## config.mk

```make
export PLATFORM = sky130hd
export DESIGN_NAME = warp_sched_gto
export DESIGN_NICKNAME = d
export VERILOG_FILES = /design/src/rtl/warp_sched_pkg.sv /design/src/rtl/warp_prio_pick.sv /design/src/rtl/warp_sched_gto.sv
export SDC_FILE = /design/constraint.sdc
export NUM_CORES = 1
export LEC_CHECK = 0
export ABC_AREA = 1
export ABC_CLOCK_PERIOD_IN_PS = 45100
export CORE_AREA = 4 4 111 218
export CTS_CLUSTER_DIAMETER = 120
export DETAILED_ROUTE_END_ITERATION = 10
export DIE_AREA = 0 0 115 222
export PLACE_DENSITY = 0.69
export SLEW_MARGIN = 30
export SYNTH_ARGS = -nofsm -noshare
export SYNTH_HDL_FRONTEND = slang
export SYNTH_SLANG_ARGS = --single-unit
export TNS_END_PERCENT = 50
```

## constraint.sdc

```tcl
create_clock -name clk -period 45.1 [get_ports clk]
set_input_delay 6.765 -clock clk [delete_from_list [all_inputs] [get_ports clk]]
set_output_delay 6.765 -clock clk [all_outputs]
set_load 0.01 [all_outputs]
```

## src/rtl/warp_sched_pkg.sv

```systemverilog
// Shared scheduler definitions: issue-policy encodings and age-counter saturation helper.
package warp_sched_pkg;

  typedef enum logic {
    SCHED_RR  = 1'b0,
    SCHED_GTO = 1'b1
  } sched_mode_e;

  // Largest value an age counter of the given width can hold before it saturates.
  function automatic int unsigned age_sat_max(input int unsigned bits);
    return (32'd1 << bits) - 32'd1;
  endfunction

endpackage

```

## src/rtl/warp_prio_pick.sv

```systemverilog
// Rotating search from start_i over a candidate mask: first match, or oldest
// candidate when age_en_i is set (ties go to the first hit after start_i).
module warp_prio_pick #(
  parameter int unsigned W        = 16,
  parameter int unsigned ID_BITS  = $clog2(W),
  parameter int unsigned AGE_BITS = 4
) (
  input  logic [W-1:0]               cand_i,
  input  logic [W-1:0][AGE_BITS-1:0] age_i,
  input  logic [ID_BITS-1:0]         start_i,
  input  logic                       age_en_i,
  output logic                       found_o,
  output logic [ID_BITS-1:0]         idx_o
);

  logic [ID_BITS-1:0]  idx;
  logic [AGE_BITS-1:0] best;

  always_comb begin
    found_o = 1'b0;
    idx_o   = start_i;
    idx     = start_i;
    best    = '0;
    // Strict '>' keeps the earliest index in scan order on equal ages.
    for (int unsigned k = 0; k < W; k++) begin
      idx = start_i + ID_BITS'(k);
      if (cand_i[idx] && (!found_o || (age_en_i && (age_i[idx] > best)))) begin
        found_o = 1'b1;
        idx_o   = idx;
        best    = age_i[idx];
      end
    end
  end

endmodule

```

## src/rtl/warp_sched_gto.sv

```systemverilog
// Warp issue scheduler: loose round-robin or greedy-then-oldest with a starvation
// override, presenting one registered warp id per cycle under valid/ready flow control.
module warp_sched_gto
  import warp_sched_pkg::*;
#(
  parameter int unsigned W          = 16,
  parameter int unsigned ID_BITS    = $clog2(W),
  parameter int unsigned AGE_BITS   = 4,
  parameter int unsigned STARVE_LIM = 12
) (
  input  logic               clk,
  input  logic               rst_n,
  input  logic               mode,
  input  logic [W-1:0]       ready_vec,
  input  logic               issue_ready,
  output logic               issue_valid,
  output logic [ID_BITS-1:0] issue_id
);

  localparam logic [AGE_BITS-1:0] AGE_MAX = AGE_BITS'(age_sat_max(AGE_BITS));
  localparam logic [AGE_BITS-1:0] STARVE  = AGE_BITS'(STARVE_LIM);

  logic                       issue_valid_q;
  logic [ID_BITS-1:0]         issue_id_q;
  logic                       last_valid_q;
  logic [ID_BITS-1:0]         last_id_q;
  logic [ID_BITS-1:0]         ptr_q;
  logic [W-1:0][AGE_BITS-1:0] age_q;

  sched_mode_e        mode_e;
  logic [W-1:0]       starve_mask;
  logic [W-1:0]       pick_mask;
  logic               pick_age_en;
  logic               use_greedy;
  logic               pick_found;
  logic [ID_BITS-1:0] pick_idx;
  logic               slot_free;
  logic               sel_ok;
  logic [ID_BITS-1:0] sel_id;
  logic               load;

  assign mode_e    = sched_mode_e'(mode);
  assign slot_free = !issue_valid_q || issue_ready;

  always_comb begin
    starve_mask = '0;
    for (int unsigned w = 0; w < W; w++) begin
      starve_mask[w] = ready_vec[w] && (age_q[w] >= STARVE);
    end
  end

  // One shared picker: starving set (oldest), else greedy hold, else oldest ready;
  // RR reuses it as a plain rotating first-match over ready warps.
  always_comb begin
    pick_mask   = ready_vec;
    pick_age_en = 1'b0;
    use_greedy  = 1'b0;
    if (mode_e == SCHED_GTO) begin
      pick_age_en = 1'b1;
      if (|starve_mask) begin
        pick_mask = starve_mask;
      end else if (last_valid_q && ready_vec[last_id_q]) begin
        use_greedy = 1'b1;
      end
    end
  end

  warp_prio_pick #(
    .W       (W),
    .ID_BITS (ID_BITS),
    .AGE_BITS(AGE_BITS)
  ) u_pick (
    .cand_i  (pick_mask),
    .age_i   (age_q),
    .start_i (ptr_q),
    .age_en_i(pick_age_en),
    .found_o (pick_found),
    .idx_o   (pick_idx)
  );

  assign sel_ok = use_greedy || pick_found;
  assign sel_id = use_greedy ? last_id_q : pick_idx;
  assign load   = slot_free && sel_ok;

  always_ff @(posedge clk or negedge rst_n) begin
    if (!rst_n) begin
      issue_valid_q <= 1'b0;
      issue_id_q    <= '0;
      last_valid_q  <= 1'b0;
      last_id_q     <= '0;
      ptr_q         <= '0;
      age_q         <= '0;
    end else begin
      if (slot_free) begin
        issue_valid_q <= sel_ok;
        if (sel_ok) begin
          issue_id_q   <= sel_id;
          last_valid_q <= 1'b1;
          last_id_q    <= sel_id;
          ptr_q        <= sel_id + ID_BITS'(1);
        end
      end
      for (int unsigned w = 0; w < W; w++) begin
        if (load && (sel_id == ID_BITS'(w))) begin
          age_q[w] <= '0;
        end else if (ready_vec[w]) begin
          if (age_q[w] != AGE_MAX) age_q[w] <= age_q[w] + AGE_BITS'(1);
        end else begin
          age_q[w] <= '0;
        end
      end
    end
  end

  assign issue_valid = issue_valid_q;
  assign issue_id    = issue_id_q;

endmodule

```

==> metrics.txt <==
max cap viols 0; initial core utilization 0.518; root buf cell clkbuf_16; port buffer count 24; WL final 49.3 mm; Post-CTS Hold Buffers 0; Crit Path Class in2reg; Slew Limit Fails 0; Pre-antenna DRT Iters 8; RSZ-0062 raised after global routing false; fin nets roughly 2000; Worst Hold Slack 0.467 ns; Routed Antenna Nets 0; GR peak layer met2; CP endpoint kind flip-flop; initial DRC count 999; Top FF cell, synth dfrtp_1; die height 222 um; critical path required time between 40 and 50 ns; IO Count 25; clock-pin transition on the worst setup and hold timing paths 0.06 ns; Worst-Skew Late Latency around 0.35 ns; Worst EP arrival 30.89 ns; setup bufs post-CTS 0; core area 22600 um2; run status completed; Vias/cell between 5 and 6; Inserted Clock Buffers 9; CP most frequent cell nand2_1; Critical Path Slowest Stage Cell clkdlybuf4s50_1; crit-path max FO 16; GR Util met3 0.0604; largest net degree at the start of global routing 75; vias post-DR 13199; Post-Place Worst Slack 14.34 ns; Final period util 0.680; Sum Neg Setup Slack 0 ns; Worst Skew 0.00521 ns; GRT Overall Usage 0.390; #FFs+latches synth 74; sequential element share of the synthesized area 0.158; Max Root-Sink Buffers 2; Peak Freq about 0.033 GHz; Post-Syn Area per Cell 6.02 um2; DPL Wire Length 40.8 mm; met1 GRT Util 0.370; Setup WS post-layout 14.42 ns; post-CTS sizing 0; die width 115 um; Fin. Hold Viols 0; routability cong. roughly 1.1; area of the multi-input gates 8620 um2; post-route minimum period 30.68 ns; Routed WL per cell 22.4 um; worst slew pin tran between 1 and 1.5 ns; area delta synth->final 5.44%; Die Footprint 25500 um2; total global routing overflow 0; Sequential Area 1850 um2; DRC errors left 0; CTS H-tree lvls 3; post-synthesis cell type count 43; Ant. Diodes 0; Async SR Flop Fraction 1.00; Cells after Synth between 1500 and 2000; slew margin rel. 0.304; layout cells sized above 1 0.0670; Post-synth EDFFs 0; YS warnings 0; # clock sinks between 70 and 80; Mapped Area 11700 um2; Critical Path Start Type primary input; row count between 70 and 80; Largest stage delay, worst path 0.69 ns; initial antenna violation count 0; number of global-route vias before repair 13021; Finish-stage setup viols 0; M2 GR Usage 0.654; Synth Net Count 2057; fill count 2430; CTS tree done; most frequent cells in the layout nand2_1 (573), nand3_1 (261), inv_1 (229); commonest non-fill, non-tap cell in the layout nand2_1; HP Class reg2reg; first-pass GRT wire length 74.8 mm
## layout make-up
cell class              count  area share
clock buffers              15      0.0241
clock inverters             1    0.000404
inverters                 240      0.0728
multi-input cells        1557       0.697
flip-flops and latches     74       0.150
well taps                 280      0.0283
repair buffers             38      0.0280
## worst max-delay path: cells and delay by family
kind | cells | cell delay [ns]
AND/OR/NAND/NOR | 102 | 14.13
adder cells (fa/ha/maj) | 16 | 4.31
AO/OA/AOI/OAI | 30 | 3.56
buffers and inverters | 17 | 2.06
## sequential cells by signal, summed over array words and instances (netlist names)
signal	cells
last_id_q	4
issue_valid	1
last_valid_q	1
age_q	64
ptr_q	4
## routing by layer
metal  vias to the layer above  part of all wire
met1                      6004              0.32
li1                       6369                 -
met5                         -                 0
met4                         0              0.15
met3                       278             0.056
met2                       548              0.48
## synth_stat cells (25+ instances only)
cell type,count,area share
a21oi_1,63,0.027
buf_2,25,0.011
clkbuf_1,43,0.014
dfrtp_1,74,0.16
ha_1,87,0.093
inv_1,229,0.073
mux2i_1,64,0.055
nand2_1,573,0.18
nand3_1,261,0.11
nor2_1,60,0.019
o21ai_0,230,0.098
or2_2,30,0.016
## per-stage QoR
stage	util	area, um2	cells
after global routing	0.547	12400	2205
final	0.547	12400	2205
after detailed placement	0.533	12100	2189
after floorplan	-	11700	1950
after global placement	0.533	12100	2189
after CTS	0.546	12400	2205
## cells by family (layout without fill, tap and decap cells)
family                   count (synthesis)  after routing  synth area share
adder cells (fa/ha/maj)                 87             87            0.0927
multiplexers                            64             64            0.0546
AND/OR/NAND/NOR                       1028           1028             0.407
flip-flops                              74             74             0.158
buffers and inverters                  319            294             0.108
XOR/XNOR                                35             35            0.0268
AO/OA/AOI/OAI                          343            343             0.153
## final timing paths
check	from	endpoint	slack (ns)	depth (start not counted)
hold / removal	last_valid_q$_DFFE_PN0P_	last_valid_q$_DFFE_PN0P_	0.47	2
max in group asynchronous	rst_n	age_q[31]$_DFFE_PN0P_	38.14	1
setup reg to reg	ptr_q[0]$_DFFE_PN0P_	age_q[61]$_DFFE_PN0P_	19.86	160
setup / recovery	ready_vec[8]	age_q[61]$_DFFE_PN0P_	14.42	165
hold reg to reg	last_valid_q$_DFFE_PN0P_	last_valid_q$_DFFE_PN0P_	0.47	2
min in group asynchronous	rst_n	age_q[6]$_DFFE_PN0P_	6.40	1
Power is left out: the tool's default activity adds up to more than one toggle a clock period on the data nets, which glitch-free logic cannot reach.
